==> src/rtl/muldiv_pkg.sv <==
// Shared types and constants for the RV32M iterative multiply/divide unit.
package muldiv_pkg;

  localparam int XLEN = 32;
  localparam int MD_LATENCY = XLEN + 2;
  localparam int MD_CNT_W = $clog2(XLEN);
  localparam logic [XLEN-1:0] MD_DIVZERO_Q = '1;
  localparam logic [XLEN-1:0] MD_INT_MIN = {1'b1, {(XLEN-1){1'b0}}};

  // funct3 encodings of the RV32M instructions
  typedef enum logic [2:0] {
    MD_MUL    = 3'd0,
    MD_MULH   = 3'd1,
    MD_MULHSU = 3'd2,
    MD_MULHU  = 3'd3,
    MD_DIV    = 3'd4,
    MD_DIVU   = 3'd5,
    MD_REM    = 3'd6,
    MD_REMU   = 3'd7
  } md_op_e;

  typedef enum logic [1:0] {
    ST_IDLE,
    ST_CALC,
    ST_FIX,
    ST_DONE
  } md_state_e;

  // rs1 is treated as signed for these ops
  function automatic logic op_a_signed(md_op_e op);
    return op inside {MD_MULH, MD_MULHSU, MD_DIV, MD_REM};
  endfunction

  // rs2 is treated as signed for these ops
  function automatic logic op_b_signed(md_op_e op);
    return op inside {MD_MULH, MD_DIV, MD_REM};
  endfunction

  // funct3[2] separates the divide family from the multiply family
  function automatic logic op_is_div(md_op_e op);
    return op[2];
  endfunction

endpackage

==> src/rtl/muldiv_fix.sv <==
// Final-cycle correction: applies operand signs to the magnitude results,
// overrides divide-by-zero and signed-overflow cases, selects the output half.
module muldiv_fix
  import muldiv_pkg::*;
(
  input  md_op_e            op,
  input  logic              a_sign,
  input  logic              b_sign,
  input  logic [XLEN-1:0]   a_raw,
  input  logic [XLEN-1:0]   b_raw,
  input  logic [2*XLEN-1:0] prod,
  input  logic [XLEN-1:0]   quo,
  input  logic [XLEN-1:0]   rem,
  output logic [XLEN-1:0]   result
);

  logic [2*XLEN-1:0] prod_fix;
  logic [XLEN-1:0]   quo_fix;
  logic [XLEN-1:0]   rem_fix;
  logic              div_zero;
  logic              div_ovf;

  // Sign correction, special-case override and result selection
  always_comb begin
    // NOTE: every output of a combinational block gets a value before any branch, otherwise a latch is inferred.
    result   = '0;
    prod_fix = (a_sign ^ b_sign) ? -prod : prod;
    quo_fix  = (a_sign ^ b_sign) ? -quo : quo;
    rem_fix  = a_sign ? -rem : rem;
    div_zero = (b_raw == '0);
    div_ovf  = (op == MD_DIV || op == MD_REM) && (a_raw == MD_INT_MIN) && (b_raw == '1);
    case (op)
      MD_MUL:                        result = prod_fix[XLEN-1:0];
      MD_MULH, MD_MULHSU, MD_MULHU:  result = prod_fix[2*XLEN-1:XLEN];
      MD_DIV, MD_DIVU: begin
        if (div_zero)     result = MD_DIVZERO_Q;
        else if (div_ovf) result = MD_INT_MIN;
        else              result = quo_fix;
      end
      MD_REM, MD_REMU: begin
        if (div_zero)     result = a_raw;
        else if (div_ovf) result = '0;
        else              result = rem_fix;
      end
      default:            result = '0;
    endcase
  end

endmodule

==> src/rtl/riscv_muldiv.sv <==
// Iterative RV32M multiply/divide unit: one bit per cycle, fixed latency of
// XLEN+2 cycles from the start sample to the done pulse.
module riscv_muldiv
  import muldiv_pkg::*;
(
  input  logic            clk,
  input  logic            rst,
  input  logic            start,
  input  logic [2:0]      op,
  input  logic [XLEN-1:0] A,
  input  logic [XLEN-1:0] B,
  output logic            busy,
  output logic            done,
  output logic [XLEN-1:0] result
);

  localparam logic [MD_CNT_W-1:0] CNT_LAST = MD_CNT_W'(XLEN - 1);

  md_state_e         state_q;
  logic [MD_CNT_W-1:0] cnt_q;
  md_op_e            op_q;
  logic              a_sign_q, b_sign_q;
  logic [XLEN-1:0]   a_raw_q, b_raw_q;
  logic [XLEN-1:0]   a_mag_q, b_mag_q;
  logic [2*XLEN-1:0] prod_q;
  logic [XLEN-1:0]   quo_q, rem_q;

  md_op_e            op_in;
  logic              a_sign_in, b_sign_in;
  logic [XLEN-1:0]   a_mag_in, b_mag_in;
  logic [XLEN:0]     mul_sum;
  logic [XLEN:0]     div_part;
  logic [XLEN:0]     div_diff;
  logic              div_ge;
  logic [XLEN-1:0]   fix_result;

  // Operand capture: record signs and reduce signed operands to magnitudes
  assign op_in     = md_op_e'(op);
  assign a_sign_in = op_a_signed(op_in) & A[XLEN-1];
  assign b_sign_in = op_b_signed(op_in) & B[XLEN-1];
  assign a_mag_in  = a_sign_in ? -A : A;
  assign b_mag_in  = b_sign_in ? -B : B;

  // One shift-add step: add multiplicand to the upper half when the current multiplier bit is set
  assign mul_sum = {1'b0, prod_q[2*XLEN-1:XLEN]} + (prod_q[0] ? {1'b0, a_mag_q} : '0);

  // One restoring-division step: bring down the next dividend bit and trial-subtract
  assign div_part = {rem_q, quo_q[XLEN-1]};
  assign div_diff = div_part - {1'b0, b_mag_q};
  assign div_ge   = (div_part >= {1'b0, b_mag_q});

  muldiv_fix u_fix (
    .op     (op_q),
    .a_sign (a_sign_q),
    .b_sign (b_sign_q),
    .a_raw  (a_raw_q),
    .b_raw  (b_raw_q),
    .prod   (prod_q),
    .quo    (quo_q),
    .rem    (rem_q),
    .result (fix_result)
  );

  // Control FSM with registered handshake outputs and the iterative datapath
  always_ff @(posedge clk or negedge rst) begin
    if (!rst) begin
      // NOTE: every register, datapath included, is reset so an aborted op leaves no stale state behind.
      state_q  <= ST_IDLE;
      cnt_q    <= '0;
      op_q     <= MD_MUL;
      a_sign_q <= 1'b0;
      b_sign_q <= 1'b0;
      a_raw_q  <= '0;
      b_raw_q  <= '0;
      a_mag_q  <= '0;
      b_mag_q  <= '0;
      prod_q   <= '0;
      quo_q    <= '0;
      rem_q    <= '0;
      busy     <= 1'b0;
      done     <= 1'b0;
      result   <= '0;
    end else begin
      // NOTE: non-blocking assignments so every register samples pre-edge values regardless of statement order.
      case (state_q)
        ST_IDLE, ST_DONE: begin
          done <= 1'b0;
          if (start) begin
            state_q  <= ST_CALC;
            busy     <= 1'b1;
            cnt_q    <= '0;
            op_q     <= op_in;
            a_sign_q <= a_sign_in;
            b_sign_q <= b_sign_in;
            a_raw_q  <= A;
            b_raw_q  <= B;
            a_mag_q  <= a_mag_in;
            b_mag_q  <= b_mag_in;
            prod_q   <= {{XLEN{1'b0}}, b_mag_in};
            quo_q    <= a_mag_in;
            rem_q    <= '0;
          end else begin
            state_q <= ST_IDLE;
          end
        end
        ST_CALC: begin
          cnt_q <= cnt_q + 1'b1;
          if (op_is_div(op_q)) begin
            rem_q <= div_ge ? div_diff[XLEN-1:0] : div_part[XLEN-1:0];
            quo_q <= {quo_q[XLEN-2:0], div_ge};
          end else begin
            prod_q <= {mul_sum, prod_q[XLEN-1:1]};
          end
          if (cnt_q == CNT_LAST) state_q <= ST_FIX;
        end
        ST_FIX: begin
          result  <= fix_result;
          state_q <= ST_DONE;
          busy    <= 1'b0;
          done    <= 1'b1;
        end
        default: begin
          state_q <= ST_IDLE;
          busy    <= 1'b0;
          done    <= 1'b0;
        end
      endcase
    end
  end

endmodule

==> config.mk <==
export PLATFORM = sky130hd
export DESIGN_NAME = riscv_muldiv
export DESIGN_NICKNAME = d
export VERILOG_FILES = /design/src/rtl/muldiv_pkg.sv /design/src/rtl/muldiv_fix.sv /design/src/rtl/riscv_muldiv.sv
export SDC_FILE = /design/constraint.sdc
export NUM_CORES = 1
export LEC_CHECK = 0
export CAP_MARGIN = 20
export CORE_MARGIN = 3
export CORE_UTILIZATION = 50
export CTS_CLUSTER_SIZE = 16
export DETAILED_ROUTE_END_ITERATION = 10
export GPL_ROUTABILITY_DRIVEN = 0
export HOLD_SLACK_MARGIN = 0.05
export PLACE_DENSITY_LB_ADDON = 0.08
export SKIP_CTS_REPAIR_TIMING = 1
export SYNTH_ARGS = -nofsm -noshare
export SYNTH_HDL_FRONTEND = slang
export SYNTH_SLANG_ARGS = --single-unit
==> constraint.sdc <==
create_clock -name clk -period 3.4 [get_ports clk]
set_input_delay 0.51 -clock clk [delete_from_list [all_inputs] [get_ports clk]]
set_output_delay 0.51 -clock clk [all_outputs]
set_load 0.005 [all_outputs]
==> results.json, run 1 <==
{
  "hold_class": "reg2reg",
  "hold_end": "a_mag_q[3]",
  "avgSynthCellArea_sq_um": 8.39,
  "worst-path-max-fanout": 14,
  "core_sq_mm": 0.0402,
  "finalHoldViolations": 0,
  "first_global_vias": 19038,
  "antenna_found_initial": 1,
  "antenna_cells": 0,
  "wire_per_inst_um": 22.7,
  "synth_cell_types": 74,
  "final_common_cell": "dfrtp_1",
  "synth_ff_type": "dfrtp_1",
  "cts_buffers": 36,
  "ys_ff_latch": 300,
  "final_cell_area_sq_mm": 0.0245,
  "hp-start": "a_mag_q[3]",
  "cts_sinks": 300,
  "overflow": 0,
  "final_cell_mix": "300 x dfrtp_1, 299 x nand2_1, 273 x o21ai_0",
  "status": "completed",
  "pin_count": 104,
  "slew_violations": 0,
  "synth_nets": 2596,
  "setup_violations": 0,
  "dr.pass1.iters": 6,
  "grt_usage": 0.325,
  "final_layout_size_suffix_gt1_frac": 0.129,
  "drt_iter0_markers": 1962,
  "vias": 19798,
  "die_w_um": 209,
  "root_buffer": "clkbuf_16",
  "nNetsFinal": 2770,
  "synth_warnings": 0,
  "place_area_sq_mm": 0.0232,
  "rsz0062_at_grt": "true",
  "syn_area_sq_mm": 0.0206,
  "grt_pass1_wl_um": 112000,
  "critical_path_arrival_ps": 3840,
  "critPathKind": "reg2reg",
  "max_freq_mhz": 295,
  "final_util": 0.609,
  "fin_crit_sh": 0.999,
  "skew_ps": 12.4,
  "powerDensity_mw_per_mm2": 991,
  "cts_buffer_depth": 3,
  "io_buffers": 103,
  "routed_wl_um": 72100,
  "synthArstFlopShare": 1.00,
  "leakage_nw": 10.6,
  "clkTransAtPathRegs_ps": 60,
  "grt_max_degree": 109,
  "r2r_cells": 12,
  "drcViolationCount": 0,
  "worstSetupStartpointType": "register",
  "dieArea_sq_mm": 0.0436,
  "htreeDepth": 2,
  "dpl.hpwl_um": 55800,
  "initial_utilization": 0.512,
  "clock_latency_ps": 560,
  "post_drt_via_cell_ratio": 6.24,
  "endpoint_kind": "register",
  "netlist_instances": 2450,
  "antenna_left": 0,
  "die_y_um": 209,
  "period_minus_slack_ps": 3400,
  "required_ps": 3840,
  "nFillCells": 3601,
  "tightest_slew_ps": 1080,
  "drv_cap": 0,
  "r2r_end": "result[21]",
  "num_rows": 73,
  "r2r-start": "a_raw_q[25]",
  "regToRegSetupSlack_ps": 5,
  "ys_seq_area_frac": 0.365,
  "cts_tree": "built",
  "ir_drop_uv": 1030,
  "whs_path_depth": 2,
  "areaGrowthSynthToFinish_pct": 19.0,
  "max-slew-margin-rel": 0.277,
  "synth_edf_count": 0
}
logic make-up (layout without fill, tap and decap cells):
kind of cell / Yosys count / count (layout) / share of synthesized area
flops: 300 / 300 / 0.365
simple gates: 783 / 783 / 0.178
compound gates: 760 / 760 / 0.228
fa+ha+maj: 76 / 76 / 0.0470
buf+inv: 221 / 419 / 0.0410
xor+xnor: 232 / 232 / 0.0988
mux: 78 / 78 / 0.0418
layer usage:
metal,part of all wire,global-route usage,vias to the layer above
met5,0,0,-
met4,0.037,0.114,0
met3,0.095,0.0677,136
met2,0.42,0.480,933
met1,0.44,0.475,9578
li1,-,-,9151
flip-flops by register name (all words and copies together), names as in the netlist, 2 cells and up:
signal and flops:
result 32, prod_q 64, rem_q 32, b_mag_q 31, a_mag_q 31, quo_q 32, cnt_q 5, state_q 2
b_raw_q 32, op_q 3, a_raw_q 32
worst max-delay path, stage by stage (launching register included):
cell and delay (ps):
dfrtp_1 380, nor4_2 530, nand4_1 290, or4_1 620, nor3_2 140, buf_4 210
nor2_1 90, nand3_1 140, buf_12 160, o2111ai_1 130, a221oi_1 370, buf_4 180
nor2_1 30
through the flow:
stage	total power [mW]	instances	setup slack [ps]	hold slack (ps)	TNS [ps]
floorplan	14.7	2450	184	214	0
global placement	19.6	3109	-109	456	-610
detailed placement	19.9	3109	-174	464	-1280
CTS	23.9	3171	-106	-32.7	-269
global route	25.8	3173	-50.9	507	-52.5
finish	24.2	3173	4.92	469	0
area by class of cell:
cell class	count	area [sq um]	share of cell area
Multi-Input combinational cell	1929	12300	0.505
Sequential cell	300	7510	0.307
Timing Repair Buffer	278	2480	0.101
Clock buffer	43	977	0.0399
Tap cell	525	657	0.0268
Inverter	79	297	0.0121
Clock inverter	19	201	0.00823
Yosys cell counts, types with 21 or more instances:
library cell	instances	share of area
clkbuf_1	114	0.021
o31ai_1	41	0.015
o221ai_1	23	0.0098
and2_1	41	0.012
xnor2_1	114	0.049
inv_1	79	0.014
nand3_1	30	0.0073
or4_1	23	0.0084
a22o_1	25	0.011
o41ai_1	21	0.0089
dfrtp_1	300	0.37
a21oi_1	212	0.052
nor3_1	56	0.014
o21ai_0	274	0.067
nand2_1	300	0.055
xor2_1	118	0.050
mux2_2	63	0.035
nor4_1	30	0.0091
ha_1	74	0.045
nor2_1	189	0.035
report_power, final:
| group | switching [mW] | leakage [nW] | internal, mW | total [mW] |
|---|---|---|---|---|
| Combinational | 7.97 | 6.25 | 5.37 | 13.3 |
| Clock | 1.61 | 0.572 | 2.29 | 3.89 |
| Sequential | 1.88 | 3.76 | 5.13 | 7.02 |
| Total | 11.5 | 10.6 | 12.8 | 24.2 |
worst max-delay path by stage:
stage,from,end,slack (ps)
2_1_floorplan,prod_q[0],prod_q[57],180
3_3_place_gp,a_raw_q[25],result[26],-110
3_5_place_dp,B[11],prod_q[26],-170
4_1_cts,a_raw_q[25],result[21],-110
5_1_grt,prod_q[0],prod_q[57],-50
6_report,a_raw_q[25],result[21],5
(Power assumes the default switching activity.)
==> run 2: changes to the inputs <==
--- a/config.mk
+++ b/config.mk
@@ -10,9 +10,8 @@
 export CORE_UTILIZATION = 50
 export CTS_CLUSTER_SIZE = 16
 export DETAILED_ROUTE_END_ITERATION = 10
-export GPL_ROUTABILITY_DRIVEN = 0
 export HOLD_SLACK_MARGIN = 0.05
-export PLACE_DENSITY_LB_ADDON = 0.08
+export PLACE_DENSITY = 0.68
 export SKIP_CTS_REPAIR_TIMING = 1
 export SYNTH_ARGS = -nofsm -noshare
 export SYNTH_HDL_FRONTEND = slang
==> results.json, run 2 (synthesis gave the netlist of run 1 again) <==
{
  "comb_power_share": 0.556,
  "endpoint_kind": "register",
  "drt_iter0_markers": 2090,
  "post_drt_via_cell_ratio": 6.20,
  "first_global_vias": 18657,
  "nNetsFinal": 2772,
  "leakage_nw": 10.6,
  "pin_count": 104,
  "gp_congestion": 0.976,
  "drv_cap": 0,
  "die_y_um": 209,
  "initial_utilization": 0.512,
  "p_sw_frac": 0.466,
  "clkTransAtPathRegs_ps": 60,
  "cts_buffers": 36,
  "p_int_mw": 12.6,
  "ir_drop_uv": 934,
  "slew_violations": 0,
  "powerDensity_mw_per_mm2": 970,
  "post-place-cells": 3111,
  "dpl.hpwl_um": 54400,
  "fin_hold_ws_ps": 399,
  "clockPowerShare": 0.156,
  "largest_reg_flops": 64,
  "die_w_um": 209,
  "cts_buffer_depth": 3,
  "overflow": 0,
  "pre_cts_slack_ps": -121,
  "max-slew-margin-rel": 0.432,
  "critPathKind": "reg2reg",
  "hold_class": "in2async",
  "setup_ws_ps": 89.4,
  "drcViolationCount": 0,
  "routed_wl_um": 70200,
  "io_buffers": 103,
  "core_sq_mm": 0.0402,
  "dr.pass1.iters": 7,
  "skew_ps": 17.0,
  "antenna_left": 0,
  "vias": 19670,
  "crit_chain": "nor4b_1 > nand4_1 > buf_4 > or4_1 > nor3_4 > buf_4 > nor2_1 > o21ai_0 > o21ai_0 > a221oi_2 > buf_4 > a21oi_1",
  "required_ps": 3790,
  "seqPwrFrac": 0.288,
  "layout.cells.non_filler": 3172,
  "cpPeakStageDelay_ps": 650,
  "grt_pass1_wl_um": 108000,
  "dieArea_sq_mm": 0.0436,
  "critical_path_arrival_ps": 3700,
  "period_minus_slack_ps": 3310,
  "clock_latency_ps": 540,
  "setup_violations": 0,
  "p_sw_mw": 11.0,
  "status": "completed",
  "finalHoldViolations": 0,
  "final_common_cell": "nand2_1",
  "fin_crit_sh": 0.974,
  "final_layout_size_suffix_gt1_frac": 0.128,
  "cts_sinks": 300,
  "wire_per_inst_um": 22.1,
  "htreeDepth": 2,
  "antenna_found_initial": 3,
  "antenna_cells": 0,
  "worstSetupStartpointType": "register",
  "root_buffer": "clkbuf_16",
  "areaGrowthSynthToFinish_pct": 18.8,
  "largest-register": "prod_q",
  "num_rows": 73,
  "tightest_slew_ps": 849,
  "grt_max_degree": 109,
  "critical-path-slowest-cell": "or4_1",
  "max_freq_mhz": 302,
  "worst-path-max-fanout": 6,
  "nFillCells": 3599,
  "final_cell_mix": "299 x nand2_1, 298 x dfrtp_1, 273 x o21ai_0",
  "cpMostUsedCell": "buf_4",
  "cts_tree": "built",
  "grt_usage": 0.313
}
[run 2: cell count changes in the layout (fill, tap and decap cells not counted), sizes merged]
cell	change
bufinv	-2
clkbuf	+9
buf	+2
clkinv	-5
inv	-1
clkinvlp	-4
[run 2: worst paths after layout]
| check | startpoint | end | slack, ps | cells past startpoint |
|---|---|---|---|---|
| worst max-delay path | a_raw_q[29] | result[2] | 90 | 12 |
| worst min-delay path | rst | rem_q[26] | 400 | 2 |
| worst max register to register | a_raw_q[29] | result[2] | 90 | 12 |
| worst min register to register | a_mag_q[3] | a_mag_q[3] | 470 | 2 |
| max in group asynchronous | rst | prod_q[0] | 2110 | 3 |
| min in group clk | a_mag_q[3] | a_mag_q[3] | 470 | 2 |
[run 2: layer usage]
metal	wire, um	up-vias	GRT usage
li1	-	9154	-
met1	30700	9529	0.447
met2	31400	849	0.484
met3	5930	134	0.0592
met4	2240	4	0.0972
met5	27	-	0
[run 2: metrics by stage]
step	power [mW]	area (sq um)	utilization	setup TNS, ps
2_1_floorplan	14.7	20600	-	0
3_3_place_gp	19.3	23200	0.577	-192
3_5_place_dp	19.6	23200	0.578	-421
4_1_cts	23.4	24300	0.605	-63.3
5_1_grt	25.2	24400	0.608	-11.1
6_report	23.7	24400	0.608	0
[run 2: layout make-up]
class / instances / area, sq um / area share
multi-input combinational: 1929 / 12400 / 0.507
sequential: 300 / 7510 / 0.307
timing repair buffer: 280 / 2500 / 0.102
clock buffer: 52 / 1020 / 0.0419
tap: 525 / 657 / 0.0269
inverter: 79 / 297 / 0.0121
clock inverter: 7 / 62.6 / 0.00256
[run 2: critical path, delay by kind of cell (launching register included)]
family | cells | cell delay [ps]
AO/OA/AOI/OAI | 4 | 620
buffers and inverters | 3 | 620
flip-flops | 1 | 380
AND/OR/NAND/NOR | 5 | 1540
[run 2: power groups by stage]
stage	registers, mW	clock network (mW)	logic, mW
6_report	6.83	3.69	13.2
5_1_grt	6.98	3.88	14.3
4_1_cts	6.77	3.74	12.9
3_5_place_dp	6.82	0	12.8
3_3_place_gp	6.76	0	12.6
2_1_floorplan	6.17	0	8.56
==> run 3: changes to the inputs <==
--- a/config.mk
+++ b/config.mk
@@ -5,11 +5,13 @@
 export SDC_FILE = /design/constraint.sdc
 export NUM_CORES = 1
 export LEC_CHECK = 0
+export ABC_CLOCK_PERIOD_IN_PS = 3400
 export CAP_MARGIN = 20
 export CORE_MARGIN = 3
 export CORE_UTILIZATION = 50
 export CTS_CLUSTER_SIZE = 16
 export DETAILED_ROUTE_END_ITERATION = 10
+export GPL_ROUTABILITY_DRIVEN = 0
 export HOLD_SLACK_MARGIN = 0.05
 export PLACE_DENSITY = 0.68
 export SKIP_CTS_REPAIR_TIMING = 1
==> results.json, run 3 (synthesis gave the netlist of run 1 again) <==
{
  "layout.cells.non_filler": 3162,
  "seqCellArea_sq_mm": 0.00751,
  "final_util": 0.607,
  "final_cell_area_sq_mm": 0.0244,
  "pin_count": 104,
  "antenna_cells": 0,
  "die_y_um": 209,
  "first_global_vias": 18573,
  "r2r-start": "rem_q[20]",
  "drv_cap": 0,
  "die_w_um": 209,
  "antenna_left": 0,
  "pre_cts_slack_ps": -241,
  "max_freq_mhz": 303,
  "initial_utilization": 0.512,
  "status": "completed",
  "ir_drop_uv": 654,
  "tightest_slew_ps": 931,
  "io_buffers": 103,
  "fin_hold_ws_ps": 6.98,
  "antenna_found_initial": 2,
  "areaGrowthSynthToFinish_pct": 18.6,
  "clkTransAtPathRegs_ps": 60,
  "fin_crit_sh": 0.972,
  "final_cell_mix": "299 x nand2_1, 299 x dfrtp_1, 271 x o21ai_0",
  "slew_violations": 0,
  "endpoint_kind": "register",
  "place_area_sq_mm": 0.0231,
  "routed_wl_um": 68600,
  "largest-register": "prod_q",
  "dr.pass1.iters": 5,
  "dpl.hpwl_um": 52500,
  "max-slew-margin-rel": 0.379,
  "largest_reg_flops": 64,
  "leakage_nw": 10.5,
  "nFillCells": 3552,
  "final_layout_size_suffix_gt1_frac": 0.127,
  "r2r_cells": 9,
  "required_ps": 3840,
  "drcViolationCount": 0,
  "nNetsFinal": 2760,
  "setup_ws_ps": 94.7,
  "finalHoldViolations": 0,
  "cts_tree": "built",
  "hold_class": "in2async",
  "period_minus_slack_ps": 3310,
  "grt_pass1_wl_um": 106000,
  "setup-tns-final_ps": 0,
  "cts_sinks": 300,
  "cts_buffers": 36,
  "skew_ps": 30.6,
  "powerDensity_mw_per_mm2": 972,
  "post-place-cells": 3099,
  "power_mw": 23.7,
  "grt_usage": 0.306,
  "grt_max_degree": 116,
  "clock_latency_ps": 580,
  "dieArea_sq_mm": 0.0436,
  "htreeDepth": 2,
  "num_rows": 73,
  "drt_iter0_markers": 2198,
  "overflow": 0,
  "setup_violations": 0,
  "core_sq_mm": 0.0402,
  "crit_path_start": "rem_q[20]",
  "critical_path_arrival_ps": 3750,
  "multiInputGateArea_sq_mm": 0.0124,
  "root_buffer": "clkbuf_16",
  "vias": 19746,
  "critPathKind": "reg2reg",
  "rsz0062_at_grt": "true",
  "worstSetupStartpointType": "register",
  "post_drt_via_cell_ratio": 6.24,
  "wire_per_inst_um": 21.7,
  "cts_buffer_depth": 3,
  "worst-path-max-fanout": 4
}
-- run 3: power by group --
part | switching (mW) | internal [mW] | total [mW]
Sequential | 1.71 | 5.14 | 6.85
Clock | 1.61 | 2.22 | 3.83
Combinational | 7.72 | 5.32 | 13.0
Total | 11.0 | 12.7 | 23.7
-- run 3: final cells by class --
cell class                 count  area share
inverter                      79      0.0122
clock buffer                  48      0.0408
clock inverter                13     0.00621
timing repair buffer         268      0.0984
tap                          525      0.0269
multi-input combinational   1929       0.508
sequential                   300       0.308
-- run 3: routing by layer --
| metal | GRT usage | vias to the layer above | part of all wire |
|---|---|---|---|
| met1 | 0.433 | 9501 | 0.43 |
| met2 | 0.468 | 961 | 0.44 |
| met4 | 0.109 | 6 | 0.037 |
| li1 | - | 9132 | - |
| met5 | 0 | - | 0.00063 |
| met3 | 0.0619 | 146 | 0.093 |
-- run 3: worst paths after layout --
check | to | slack, ps
max | result[31] | 90
max in group asynchronous | a_raw_q[10] | 2490
min reg2reg | a_mag_q[15] | 470
min in group clk | a_mag_q[15] | 470
min | rem_q[26] | 7
max reg2reg | result[31] | 90
-- run 3: critical path, stage by stage (launching register included) --
cell	delay (ps)
dfrtp_1	380
or4_4	550
or3_4	350
or3_4	350
or4_4	420
or2_4	260
o31ai_4	170
xor2_1	200
o2111ai_1	160
o32a_1	360
